==> config.mk <==
export PLATFORM = sky130hd
export DESIGN_NAME = c910_axi_txn_limiter
export DESIGN_NICKNAME = d
export VERILOG_FILES = /design/src/rtl/c910_pkg.sv /design/src/rtl/c910_txn_counter.sv /design/src/rtl/c910_axi_txn_limiter.sv
export SDC_FILE = /design/constraint.sdc
export NUM_CORES = 1
export LEC_CHECK = 0
export ABC_AREA = 1
export CORE_AREA = 2 2 361 363
export DETAILED_ROUTE_END_ITERATION = 7
export DIE_AREA = 0 0 363 365
export GPL_TIMING_DRIVEN = 1
export SLEW_MARGIN = 15
export SYNTH_ARGS = -nofsm -noshare
export SYNTH_HDL_FRONTEND = slang
export SYNTH_HIERARCHICAL = 1
export SYNTH_SLANG_ARGS = --single-unit
==> constraint.sdc <==
create_clock -name clk_i -period 2.8 [get_ports clk_i]
set_input_delay 0.56 -clock clk_i [delete_from_list [all_inputs] [get_ports clk_i]]
set_output_delay 0.56 -clock clk_i [all_outputs]
set_load 0.1 [all_outputs]
==> src/rtl/c910_pkg.sv <==
// ============================================================================
// Module  : c910_pkg
// Brief   : Shared limits, FSM state encoding and AXI4 channel structs for the C910 port limiter.
// Revision: 1.0 - initial release
// ============================================================================
`default_nettype none

package c910_pkg;

  localparam int unsigned NcRead   = 8;
  localparam int unsigned CRead    = 28;
  localparam int unsigned NcWrite  = 8;
  localparam int unsigned CWrite   = 32;
  localparam int unsigned MaxRead  = NcRead + CRead;
  localparam int unsigned MaxWrite = NcWrite + CWrite;

  localparam int unsigned AddrW = 40;
  localparam int unsigned DataW = 128;
  localparam int unsigned IdW   = 8;
  localparam int unsigned UserW = 1;

  typedef enum logic [1:0] {
    ST_RUN     = 2'd0,
    ST_DRAIN   = 2'd1,
    ST_DRAINED = 2'd2
  } limiter_state_e;

  typedef struct packed {
    logic [IdW-1:0]   id;
    logic [AddrW-1:0] addr;
    logic [7:0]       len;
    logic [2:0]       size;
    logic [1:0]       burst;
    logic             lock;
    logic [3:0]       cache;
    logic [2:0]       prot;
    logic [3:0]       qos;
    logic [UserW-1:0] user;
  } c910_ax_chan_t;

  typedef struct packed {
    logic [DataW-1:0]   data;
    logic [DataW/8-1:0] strb;
    logic               last;
    logic [UserW-1:0]   user;
  } c910_w_chan_t;

  typedef struct packed {
    logic [IdW-1:0]   id;
    logic [1:0]       resp;
    logic [UserW-1:0] user;
  } c910_b_chan_t;

  typedef struct packed {
    logic [IdW-1:0]   id;
    logic [DataW-1:0] data;
    logic [1:0]       resp;
    logic             last;
    logic [UserW-1:0] user;
  } c910_r_chan_t;

  typedef struct packed {
    c910_ax_chan_t aw;
    logic          aw_valid;
    c910_w_chan_t  w;
    logic          w_valid;
    logic          b_ready;
    c910_ax_chan_t ar;
    logic          ar_valid;
    logic          r_ready;
  } c910_axi_req_t;

  typedef struct packed {
    logic          aw_ready;
    logic          ar_ready;
    logic          w_ready;
    logic          b_valid;
    c910_b_chan_t  b;
    logic          r_valid;
    c910_r_chan_t  r;
  } c910_axi_rsp_t;

endpackage

`default_nettype wire

==> src/rtl/c910_txn_counter.sv <==
// ============================================================================
// Module  : c910_txn_counter
// Brief   : Saturating up/down outstanding-transaction counter with an at-limit flag.
// Revision: 1.0 - initial release
// ============================================================================
`default_nettype none

module c910_txn_counter #(
  parameter int unsigned MAX_COUNT = 36,
  localparam int unsigned CNT_W    = $clog2(MAX_COUNT + 1)
) (
  input  logic             clk_i,
  input  logic             rst_i,
  input  logic             inc_i,
  input  logic             dec_i,
  output logic [CNT_W-1:0] cnt_o,
  output logic             at_max_o
);

  logic [CNT_W-1:0] cnt_q, cnt_d;

  always_comb begin
    cnt_d = cnt_q;
    if (inc_i && !dec_i && (cnt_q != CNT_W'(MAX_COUNT))) begin
      cnt_d = cnt_q + CNT_W'(1);
    end else if (dec_i && !inc_i && (cnt_q != '0)) begin
      cnt_d = cnt_q - CNT_W'(1);
    end
  end

  always_ff @(posedge clk_i or posedge rst_i) begin
    if (rst_i) begin
      cnt_q <= '0;
    end else begin
      cnt_q <= cnt_d;
    end
  end

  assign cnt_o    = cnt_q;
  // Derived from the register only, so a same-cycle retirement never reopens the gate.
  assign at_max_o = (cnt_q == CNT_W'(MAX_COUNT));

`ifndef SYNTHESIS
  a_no_underflow : assert property (@(posedge clk_i) disable iff (rst_i) dec_i |-> (cnt_q != '0));
`endif

endmodule

`default_nettype wire

==> src/rtl/c910_axi_txn_limiter.sv <==
// ============================================================================
// Module  : c910_axi_txn_limiter
// Brief   : Caps outstanding AR/AW transactions and supports drain/quiesce.
//           Optional stall statistics when C910_AXI_LIMIT_STATS_EN is defined.
// Revision: 1.0 - initial release
// ============================================================================
`default_nettype none

module c910_axi_txn_limiter
  import c910_pkg::*;
#(
  parameter int unsigned MaxReadTxns  = MaxRead,
  parameter int unsigned MaxWriteTxns = MaxWrite,
  parameter type         axi_req_t    = c910_axi_req_t,
  parameter type         axi_rsp_t    = c910_axi_rsp_t
) (
  input  logic                                clk_i,
  input  logic                                rst_i,
  input  axi_req_t                            slv_req_i,
  output axi_rsp_t                            slv_rsp_o,
  output axi_req_t                            mst_req_o,
  input  axi_rsp_t                            mst_rsp_i,
  input  logic                                drain_req_i,
  output logic                                drain_ack_o,
  output logic [$clog2(MaxReadTxns+1)-1:0]    rd_cnt_o,
  output logic [$clog2(MaxWriteTxns+1)-1:0]   wr_cnt_o
`ifdef C910_AXI_LIMIT_STATS_EN
  ,
  output logic [31:0]                         rd_stall_cycles_o,
  output logic [31:0]                         wr_stall_cycles_o
`endif
);

  limiter_state_e state_q, state_d;
  logic           drain_ack_q, drain_ack_d;
  logic           rd_at_max, wr_at_max;
  logic           ar_open, aw_open;
  logic           rd_inc, rd_dec, wr_inc, wr_dec;

  assign ar_open = (state_q == ST_RUN) && !rd_at_max;
  assign aw_open = (state_q == ST_RUN) && !wr_at_max;

  // Only the address-channel handshakes are gated; a held valid simply stays pending.
  always_comb begin
    mst_req_o          = slv_req_i;
    mst_req_o.ar_valid = slv_req_i.ar_valid & ar_open;
    mst_req_o.aw_valid = slv_req_i.aw_valid & aw_open;
    slv_rsp_o          = mst_rsp_i;
    slv_rsp_o.ar_ready = mst_rsp_i.ar_ready & ar_open;
    slv_rsp_o.aw_ready = mst_rsp_i.aw_ready & aw_open;
  end

  assign rd_inc = slv_req_i.ar_valid & ar_open & mst_rsp_i.ar_ready;
  assign rd_dec = mst_rsp_i.r_valid & slv_req_i.r_ready & mst_rsp_i.r.last;
  assign wr_inc = slv_req_i.aw_valid & aw_open & mst_rsp_i.aw_ready;
  assign wr_dec = mst_rsp_i.b_valid & slv_req_i.b_ready;

  c910_txn_counter #(.MAX_COUNT(MaxReadTxns)) u_rd_cnt (
    .clk_i    (clk_i),
    .rst_i    (rst_i),
    .inc_i    (rd_inc),
    .dec_i    (rd_dec),
    .cnt_o    (rd_cnt_o),
    .at_max_o (rd_at_max)
  );

  c910_txn_counter #(.MAX_COUNT(MaxWriteTxns)) u_wr_cnt (
    .clk_i    (clk_i),
    .rst_i    (rst_i),
    .inc_i    (wr_inc),
    .dec_i    (wr_dec),
    .cnt_o    (wr_cnt_o),
    .at_max_o (wr_at_max)
  );

  always_comb begin
    state_d = state_q;
    case (state_q)
      ST_RUN: begin
        if (drain_req_i) state_d = ST_DRAIN;
      end
      ST_DRAIN: begin
        if (!drain_req_i) begin
          state_d = ST_RUN;
        end else if ((rd_cnt_o == '0) && (wr_cnt_o == '0)) begin
          state_d = ST_DRAINED;
        end
      end
      ST_DRAINED: begin
        if (!drain_req_i) state_d = ST_RUN;
      end
      default: state_d = ST_RUN;
    endcase
    drain_ack_d = (state_d == ST_DRAINED);
  end

  always_ff @(posedge clk_i or posedge rst_i) begin
    if (rst_i) begin
      state_q     <= ST_RUN;
      drain_ack_q <= 1'b0;
    end else begin
      state_q     <= state_d;
      drain_ack_q <= drain_ack_d;
    end
  end

  assign drain_ack_o = drain_ack_q;

`ifdef C910_AXI_LIMIT_STATS_EN
  logic [31:0] rd_stall_q, rd_stall_d, wr_stall_q, wr_stall_d;

  always_comb begin
    rd_stall_d = rd_stall_q;
    wr_stall_d = wr_stall_q;
    if (slv_req_i.ar_valid && !ar_open && (rd_stall_q != '1)) rd_stall_d = rd_stall_q + 32'd1;
    if (slv_req_i.aw_valid && !aw_open && (wr_stall_q != '1)) wr_stall_d = wr_stall_q + 32'd1;
  end

  always_ff @(posedge clk_i or posedge rst_i) begin
    if (rst_i) begin
      rd_stall_q <= '0;
      wr_stall_q <= '0;
    end else begin
      rd_stall_q <= rd_stall_d;
      wr_stall_q <= wr_stall_d;
    end
  end

  assign rd_stall_cycles_o = rd_stall_q;
  assign wr_stall_cycles_o = wr_stall_q;
`endif

endmodule

`default_nettype wire
# Word level (Yosys, flattened, before mapping)
# Cells that the tools add are included.
[totals]
input_bits = 458
word_cells = 57
regBits = 15
[op_classes]
add_sub_neg = 4
mux = 9
reduce_logical = 24
eq_ne = 7
bitwise = 9
[ops]
columns = ["cell", "n"]
rows = [
  ["two-way mux 6 bit", 4],
  ["adder 6 x 1 -> 6 bit (second input constant)", 2],
  ["== test 6 bit (second input constant)", 2],
  ["zero test 6 bit", 2],
  ["!= test 6 bit (second input constant)", 2],
  ["nonzero test 6 bit", 2],
  ["subtractor 6 x 1 -> 6 bit (second input constant)", 2],
  ["logical AND 1 bit", 11],
  ["bitwise AND 1 bit", 9],
  ["two-way mux 2 bit", 4],
  ["zero test 1 bit", 6],
  ["case mux 2 bit (3 select lines)", 1],
  ["== test 2 bit (second input constant)", 2],
  ["nonzero test 2 bit", 2],
  ["== test 2 x 1 -> 1 bit (second input constant)", 1],
  ["zero test 2 bit", 1],
]

# Logic depth before layout (Yosys ltp)
# Gate-level depths: netlist of run 1.
[logic_depth]
word_depth = 10
depth_mapped = 17
depth_no_buf = 17

# Modules after synthesis
# Netlist of run 1, hierarchy kept.
[by_module_without_submodules]
columns = ["module", "instances", "cells_each", "area_each_um2", "seq_area_each_um2"]
rows = [
  ["c910_axi_txn_limiter", 1, 493, 3617.2, 75.1],
  ["c910_txn_counter", 2, 64, 494.2, 150.1],
]

# Least setup slack after synthesis of run 1
# OpenSTA, ideal clock, no wires.
[synth_path]
path_type = "flip-flop to output port"
startpoint = "register u_wr_cnt.cnt_q[0], in the netlist u_wr_cnt/cnt_o[0]"
endpoint = "output port mst_req_o[224] (netlist name)"
path_slack_ps = -425
arrival_time_ps = 2665
path_stages_with_launch = 7
path_buffers = 0
required_time_ps = 2240
path_cell_list = "dfrtp_1 > nor2_2 > nand3_2 > inv_1 > inv_1 > nand2_1 > nor2_1"
[synth_rtl]
columns = ["item", "line", "source"]
rows = [
  ["from (decl)", "c910_txn_counter.sv:20", "logic [CNT_W-1:0] cnt_q, cnt_d;"],
  ["from (signal assigned)", "c910_txn_counter.sv:35", "cnt_q <= cnt_d;"],
  ["to (decl)", "c910_axi_txn_limiter.sv:21", "output axi_req_t mst_req_o,"],
]

# Final worst setup path of run 1
[layout_path]
startpoint = "input port slv_req_i[1] (netlist name)"
endpoint = "register u_rd_cnt.cnt_q[5], in the netlist u_rd_cnt/cnt_o[5]"
[layout_via]
elab_chain_cells = 6
word_cells_on_any_way = 9
cone_classes = "mux: 1; bitwise: 2; reduce/logical: 6"
[layout_lines]
columns = ["item", "line", "source"]
rows = [
  ["from (decl)", "c910_axi_txn_limiter.sv:19", "input axi_req_t slv_req_i,"],
  ["bitwise AND 1 bit (*) (2 in a row)", "c910_axi_txn_limiter.sv:53", "assign rd_inc = slv_req_i.ar_valid & ar_open & mst_rsp_i.ar_ready;"],
  ["net rd_inc", "c910_axi_txn_limiter.sv:38", "logic rd_inc, rd_dec, wr_inc, wr_dec;"],
  ["zero test 1 bit", "c910_txn_counter.sv:26", "end else if (dec_i && !inc_i && (cnt_q != '0)) begin"],
  ["logical AND 1 bit (2 in a row)", "c910_txn_counter.sv:26", ""],
  ["nonzero test 2 bit (no source line)", "n/a", ""],
  ["to (signal assigned)", "c910_txn_counter.sv:35", ""],
  ["to (decl)", "c910_txn_counter.sv:20", ""],
]
# The timed path passes the listed nets; every way through them passes the cells marked *.
# A chain may end at the register's enable or synchronous reset.

==> results of run 1 <==
[metal layers]
metal	wire length (µm)	part of all wire [%]
met1	4910	5.7
met4	1740	2.0
met3	43300	50
met2	35500	41
met5	493	0.57
[how the worst min path moves through the flow]
stage / to / slack (ns) / cells after the start
final: u_wr_cnt/cnt_o[0] / 0.55 / 1
after global routing: u_wr_cnt/cnt_o[0] / 0.58 / 1
after CTS: u_wr_cnt/cnt_o[0] / 0.56 / 1
after detailed placement: u_wr_cnt/cnt_o[4] / 0.55 / 2
after global placement: u_wr_cnt/cnt_o[4] / 0.53 / 2
after floorplan: drain_ack_o / 0.31 / 1
[sequential cells by signal, summed over array words and instances (netlist names)]
| signal | cells |
|---|---|
| u_rd_cnt/cnt_o | 6 |
| state_q | 2 |
| drain_ack_o | 1 |
| u_wr_cnt/cnt_o | 6 |
[through the flow]
stage	utilization, %	instance area [µm²]
after floorplan	-	4610
after global placement	2.94	3780
after detailed placement	2.94	3780
after CTS	3.00	3860
after global routing	3.00	3860
final	3.00	3860
[layout make-up]
class / count / share of cell area [%]
clock buffers: 3 / 1.94
multi-input cells: 127 / 19.0
repair buffers: 41 / 11.9
flip-flops and latches: 15 / 9.85
well taps: 1675 / 54.3
inverters: 28 / 2.85
clock inverters: 1 / 0.130
[cell families (layout without fill, tap and decap cells)]
kind of cell / Yosys count / count (layout) / share of synthesized area [%]
xor gates and xnor gates: 8 / 8 / 1.52
and+or+nand+nor: 101 / 101 / 10.4
AOI/OAI and AO/OA: 8 / 8 / 1.03
DFF: 15 / 15 / 8.15
buffers and inverters: 479 / 73 / 75.9
adders and majority gates: 10 / 10 / 3.04
[power breakdown]
group	switching, W	internal, W	total (W)
clock network	0.0000896	0.000191	0.000281
registers	0.000167	0.000311	0.000478
logic	0.00135	0.000491	0.00184
total	0.00160	0.000993	0.00260
[Yosys cell counts (all sizes together)]
library cell and count:
a21oi 6, and3 1, buf 451, dfrtp 15, fa 2, ha 8
inv 28, nand2 56, nand3 16, nor2 25, nor3 2, o21ai 2
or2 1, xor2 8
==> summary.md, run 1 <==
Worst setup path
* **endpoint class of the critical path** flop
* **startpoint type of the worst setup path** primary input
* **Top Family by Delay on Critical Path** simple AND/OR/NAND/NOR gates
* **Max stage delay on crit path** 0.45 ns
* **end of the worst register-to-register path** u_rd_cnt/cnt_o[5]
* **cells along the critical path** clkdlybuf4s50_1 > inv_1 > nor3_1 > nand3_4 > ha_1 > a21oi_1 > nand2_1 > nand2_1 > nand2_1 > nand2_1 > nand2_1
* **Register-to-Register Setup Slack** 0.37 ns
* **slowest cell on the critical path** sky130_fd_sc_hd__clkdlybuf4s50_1
* **required time of the critical path** 2.94 ns
* **buffering stage count on the worst path with inverters included** 2
* **stages on the worst setup path** 11
* **launching point of the worst reg2reg path** u_rd_cnt/cnt_o[2]
* **highest net fanout along the worst path** 8
* **worst endpoint data arrival time** 2.58 ns
* **worst setup path endpoint** u_rd_cnt/cnt_o[5]
* **CP Class** in -> reg
* **Most common cell on crit path** sky130_fd_sc_hd__nand2_1
* **source of the critical timing path** slv_req_i[1]
* **number of cell instances on the worst register-to-register path** 15

Clocking
* **maximum number of buffers from clock root to sink** 2
* **CTS sink cnt** 15
* **number of buffers added by the clock tree synthesis step** 3
* **number of buffers added for setup after CTS** 0
* **root buf cell** sky130_fd_sc_hd__clkbuf_16
* **TritonCTS clock tree** done
* **htree depth** 1
* **post-CTS resize count** 0
* **number of buffers added to fix hold violations after cts** 0
* **clock latency reported for the late side of the worst-skew pair** 0.25 ns
* **clk slew on worst S/H paths** 0.05 ns

Route
* **drt total wl** 86,000 µm
* **Routed Antenna Nets** 0
* **number of remaining DRC errors** 0
* **post-detailed-route via-to-cell ratio** 1.15
* **count of TritonRoute iterations in the first routing pass** 4
* **WL per Instance** 45.5 µm
* **overall via count from detail_route** 2,170
* **Iter 0 DRT Violations** 116

Floorplanning
* **site row count** 132
* **Starting Density** 3.58%
* **Die Footprint** 132,000 µm²
* **Core Box Area** 129,000 µm²
* **Vert. Die Dim** 365 µm
* **width of the die** 363 µm
* **Ports** 926

Finish
* **Antenna diodes** 0
* **final layout net count** 684
* **fraction of final layout cells with drive strength greater than 1** 25.1%
* **area delta synth->final** -16.2%
* **final-layout fill cell count** 15.2k
* **leading cell types in the layout, fill and taps excluded** 52 x sky130_fd_sc_hd__nand2_1, 26 x sky130_fd_sc_hd__inv_1, 23 x sky130_fd_sc_hd__nor2_1
* **Sequential Area** 380 µm²
* **area of combinational cells with multiple inputs** 734 µm²
* **leading cell type in the layout, fill and taps excluded** sky130_fd_sc_hd__nand2_1
* **number of cells in the finished layout apart from fillers** 1,890

Global route
* **global router's overall resource usage** 12.3%
* **maximum number of pins on one net before global-route repair** 10
* **number of global-route vias before repair** 1,987
* **initial antenna violation count** 6
* **wire length of the first global-routing pass** 89,700 µm
* **highest-utilization routing layer at the global route stage** met3
* **global-route met3 utilization** 29.8%
* **met1 track demand over resource** 1.90%
* **grt ovf** 0
* **global routing met2 resource utilization** 17.9%

Yosys
* **share of the yosys chip area belonging to registers** 8.15%
* **syn_area_per_cell** 7.42 µm²
* **count of warnings emitted by yosys** 6
* **unique cell type count in the Yosys netlist** 20
* **post-synth top area cell** sky130_fd_sc_hd__buf_4
* **fraction of post-synthesis cell area in the top cell type by area** 73.5%
* **flip-flop and latch count after synthesis** 15
* **post-synthesis instance area** 4610 µm²
* **number of nets in the synthesized netlist** 1,089
* **number of instances in the synthesized netlist** 621
* **Area contributors post-synth** sky130_fd_sc_hd__buf_4 74%, sky130_fd_sc_hd__dfrtp_1 8.1%, sky130_fd_sc_hd__nand2_1 4.2%

STA
* **final-report hold violation count** 0
* **Post-Route Skew** 0.00101 ns
* **setup repair after global routing missed its margin** false
* **Max Transition Viols Final** 0
* **number of failing setup endpoints in the final timing report** 0
* **worst slew margin relative to its limit** 73.2%
* **maximum achievable frequency** 0.410 GHz
* **smallest setup slack after layout** 0.361 ns
* **worst slew pin tran** 0.399 ns
* **hold slack final** 0.554 ns
* **shortest clock period the worst path allows after layout** 2.44 ns
* **share of the clock period used by the worst path** 87.1%
* **Total Negative Setup Slacks** 0 ns

Placement
* **DP Cell Count** 1,886
* **detailed placer's ending HPWL** 83,900 µm
* **worst-case setup slack after placement** 0.123 ns
* **Port Buffer Count** 33
* **placer's final routability congestion estimate** 0.807

Worst hold path
* **start point of the worst hold path** u_wr_cnt/cnt_o[0]
* **class of the worst hold path** reg -> reg

Run
* **maximum capacitance violations** 0

Status
* **result of the run** finished clean

Pwr
* **peak supply drop** 245 µV
* **overall power** 0.00260 W
* **reported leakage power** 0.972 nW
* **power density over the cells** 673 nW/µm²

(Power assumes the default switching activity.)
==> run 2: changes to the inputs <==
--- a/config.mk
+++ b/config.mk
@@ -6,12 +6,11 @@
 export NUM_CORES = 1
 export LEC_CHECK = 0
 export ABC_AREA = 1
-export CORE_AREA = 2 2 361 363
+export CORE_AREA = 2 2 360 362
 export DETAILED_ROUTE_END_ITERATION = 7
-export DIE_AREA = 0 0 363 365
+export DIE_AREA = 0 0 362 364
 export GPL_TIMING_DRIVEN = 1
-export SLEW_MARGIN = 15
+export SKIP_LAST_GASP = 1
 export SYNTH_ARGS = -nofsm -noshare
 export SYNTH_HDL_FRONTEND = slang
-export SYNTH_HIERARCHICAL = 1
 export SYNTH_SLANG_ARGS = --single-unit
==> run 2 against run 1 <==
Compared with the run above:
- fmax up 1.5%
- combinational power down 2%
- hold slack improved by 0.032 ns
- final area down 2.6%
- sequential share of layout area increased by 0.13 points
==> summary.md, run 2 <==
Status
* **result of the run** finished clean

Placement
* **worst-case setup slack after placement** 0.159 ns
* **placer's final routability congestion estimate** 0.780
* **Port Buffer Count** 33
* **detailed placer's ending HPWL** 78,400 µm

Clocking
* **TritonCTS clock tree** done
* **CTS sink cnt** 15
* **root buf cell** sky130_fd_sc_hd__clkbuf_16
* **number of buffers added for setup after CTS** 0
* **number of buffers added to fix hold violations after cts** 0
* **maximum number of buffers from clock root to sink** 2
* **post-CTS resize count** 0
* **number of buffers added by the clock tree synthesis step** 3
* **htree depth** 1
* **clk slew on worst S/H paths** 0.05 ns
* **clock latency reported for the late side of the worst-skew pair** 0.25 ns

Yosys
* **area share of and/or/nand/nor cells after synthesis** 10.8%
* **number of nets in the synthesized netlist** 1,082
* **share of flip-flops with an asynchronous set or reset** 100%
* **flip-flop and latch count after synthesis** 15
* **dominant cell by count in the synthesized netlist** sky130_fd_sc_hd__buf_4
* **adder-cell share of the synthesized area** 3.06%
* **post-synthesis instance area** 4570 µm²
* **synthesized-area fraction occupied by ao, oa, aoi and oai cells** 1.04%
* **count of warnings emitted by yosys** 0
* **number of instances in the synthesized netlist** 614
* **share of the yosys chip area belonging to registers** 8.21%
* **post-synth top area cell** sky130_fd_sc_hd__buf_4
* **fraction of post-synthesis cell area in the top cell type by area** 74.0%
* **syn_area_per_cell** 7.45 µm²
* **Area contributors post-synth** sky130_fd_sc_hd__buf_4 74%, sky130_fd_sc_hd__dfrtp_1 8.2%, sky130_fd_sc_hd__nand2_1 4.0%
* **mux contribution to synthesized area** 0%
* **synth cell count leaders** 451 x sky130_fd_sc_hd__buf_4, 49 x sky130_fd_sc_hd__nand2_1, 25 x sky130_fd_sc_hd__nand3_1, 21 x sky130_fd_sc_hd__inv_1, 15 x sky130_fd_sc_hd__dfrtp_1
* **xor and xnor fraction of the mapped netlist area** 1.15%
* **commonest register cell after synthesis** sky130_fd_sc_hd__dfrtp_1
* **unique cell type count in the Yosys netlist** 21
* **Post-synth EDFFs** 0
* **combinational family with the most area after synthesis** buffers and inverters

Floorplanning
* **Core Box Area** 128,000 µm²
* **Starting Density** 3.56%
* **site row count** 132
* **Vert. Die Dim** 364 µm
* **Ports** 926
* **width of the die** 362 µm
* **Die Footprint** 132,000 µm²

Route
* **drt total wl** 80,400 µm
* **Iter 0 DRT Violations** 104
* **number of remaining DRC errors** 0
* **count of TritonRoute iterations in the first routing pass** 5
* **Routed Antenna Nets** 0
* **WL per Instance** 42.9 µm
* **overall via count from detail_route** 2,094
* **post-detailed-route via-to-cell ratio** 1.12

Global route
* **maximum number of pins on one net before global-route repair** 16
* **initial antenna violation count** 5
* **grt ovf** 0
* **wire length of the first global-routing pass** 84,400 µm
* **number of global-route vias before repair** 1,932
* **global router's overall resource usage** 11.6%

Worst hold path
* **class of the worst hold path** reg -> reg

Run
* **maximum capacitance violations** 0

STA
* **number of failing setup endpoints in the final timing report** 0
* **hold slack final** 0.586 ns
* **Post-Route Skew** 0.00563 ns
* **maximum achievable frequency** 0.416 GHz
* **share of the clock period used by the worst path** 85.8%
* **worst slew pin tran** 0.673 ns
* **final-report hold violation count** 0
* **smallest setup slack after layout** 0.397 ns
* **Max Transition Viols Final** 0
* **Total Negative Setup Slacks** 0 ns
* **setup repair after global routing missed its margin** false
* **shortest clock period the worst path allows after layout** 2.40 ns
* **worst slew margin relative to its limit** 55.1%

Finish
* **Antenna diodes** 0
* **fraction of final layout cells with drive strength greater than 1** 20.9%
* **area delta synth->final** -17.7%
* **final layout net count** 670
* **leading cell type in the layout, fill and taps excluded** sky130_fd_sc_hd__nand2_1
* **leading cell types in the layout, fill and taps excluded** 49 x sky130_fd_sc_hd__nand2_1, 25 x sky130_fd_sc_hd__nand3_1, 21 x sky130_fd_sc_hd__inv_1

Worst setup path
* **required time of the critical path** 2.93 ns
* **CP Class** in -> reg
* **worst endpoint data arrival time** 2.54 ns
* **Max stage delay on crit path** 0.50 ns
* **Top Family by Delay on Critical Path** simple AND/OR/NAND/NOR gates
* **buffering stage count on the worst path with inverters included** 1
* **endpoint class of the critical path** flop
* **slowest cell on the critical path** sky130_fd_sc_hd__clkdlybuf4s50_1
* **Most common cell on crit path** sky130_fd_sc_hd__nand2_1
* **startpoint type of the worst setup path** primary input
* **cells along the critical path** clkdlybuf4s50_1 > nand3_1 > nor2_2 > nand2_2 > ha_1 > nand2_1 > nand2_1 > nand2_1 > nand2_1 > nor2_1 > nand3_1 > nand3_1 > nand2_1
* **highest net fanout along the worst path** 11

Pwr
* **peak supply drop** 304 µV
* **reported leakage power** 0.904 nW
* **power density over the cells** 673 nW/µm²

## run 2: cell types whose count changed in the layout (fill, tap and decap cells not counted), moves of 5 or more
cell | before | now
sky130_fd_sc_hd__nor2_1 | 23 | 6
sky130_fd_sc_hd__nand3_1 | 10 | 25
sky130_fd_sc_hd__buf_4 | 20 | 14
sky130_fd_sc_hd__inv_1 | 26 | 21
## run 2: worst min-delay path, delay by kind of cell, from the launching register on
kind / cells / cell delay, ns
AND/OR/NAND/NOR: 2 / 0.16
flip-flops: 1 / 0.39
## run 2: metal layers
metal	vias up	routed length, µm	track usage [%]
met5	-	574	3.05
met4	12	1770	2.03
met3	106	39000	26.8
met2	677	34300	17.5
met1	688	4800	1.98
li1	611	-	-
## run 2: worst paths after layout
kind / cells past startpoint / from / slack (ns) / end
worst max-delay path: 13 / mst_rsp_i[155] / 0.40 / u_wr_cnt.cnt_o[5]
worst min-delay path: 2 / u_rd_cnt.cnt_o[3] / 0.59 / u_rd_cnt.cnt_o[3]
worst max register to register: 14 / u_wr_cnt.cnt_o[0] / 0.54 / u_wr_cnt.cnt_o[5]
worst min register to register: 2 / u_rd_cnt.cnt_o[3] / 0.59 / u_rd_cnt.cnt_o[3]
max in group asynchronous: 2 / rst_i / 1.65 / u_rd_cnt.cnt_o[4]
min in group asynchronous: 2 / rst_i / 0.72 / u_rd_cnt.cnt_o[3]
## run 2: area by class of cell
type	instances	area [µm²]
repair buffers	34	395
clock buffers	4	78.8
flip-flops and latches	15	375
fillers	15200	125000
inverters	21	78.8
well taps	1675	2100
multi-input cells	127	738
## run 2: kinds of logic after synthesis
family          count (synthesis)
simple gates                  102
fa+ha+maj                      10
xor+xnor                        6
buf+inv                       472
flops                          15
compound gates                  9
## run 2: stage by stage
stage / utilization [%] / power, W / std cells / cell area, µm²
after detailed placement: 2.87 / 0.00229 / 1872 / 3680
after CTS: 2.93 / 0.00258 / 1876 / 3760
final: 2.93 / 0.00253 / 1876 / 3760
after global routing: 2.93 / 0.00275 / 1876 / 3760
after global placement: 2.87 / 0.00227 / 1872 / 3680
after floorplan: - / 0.00470 / 614 / 4580
## run 2: power by group
| part | internal [W] | switching [W] |
|---|---|---|
| combinational | 0.000451 | 0.00135 |
| clock | 0.000193 | 0.0000901 |
| sequential | 0.000303 | 0.000150 |
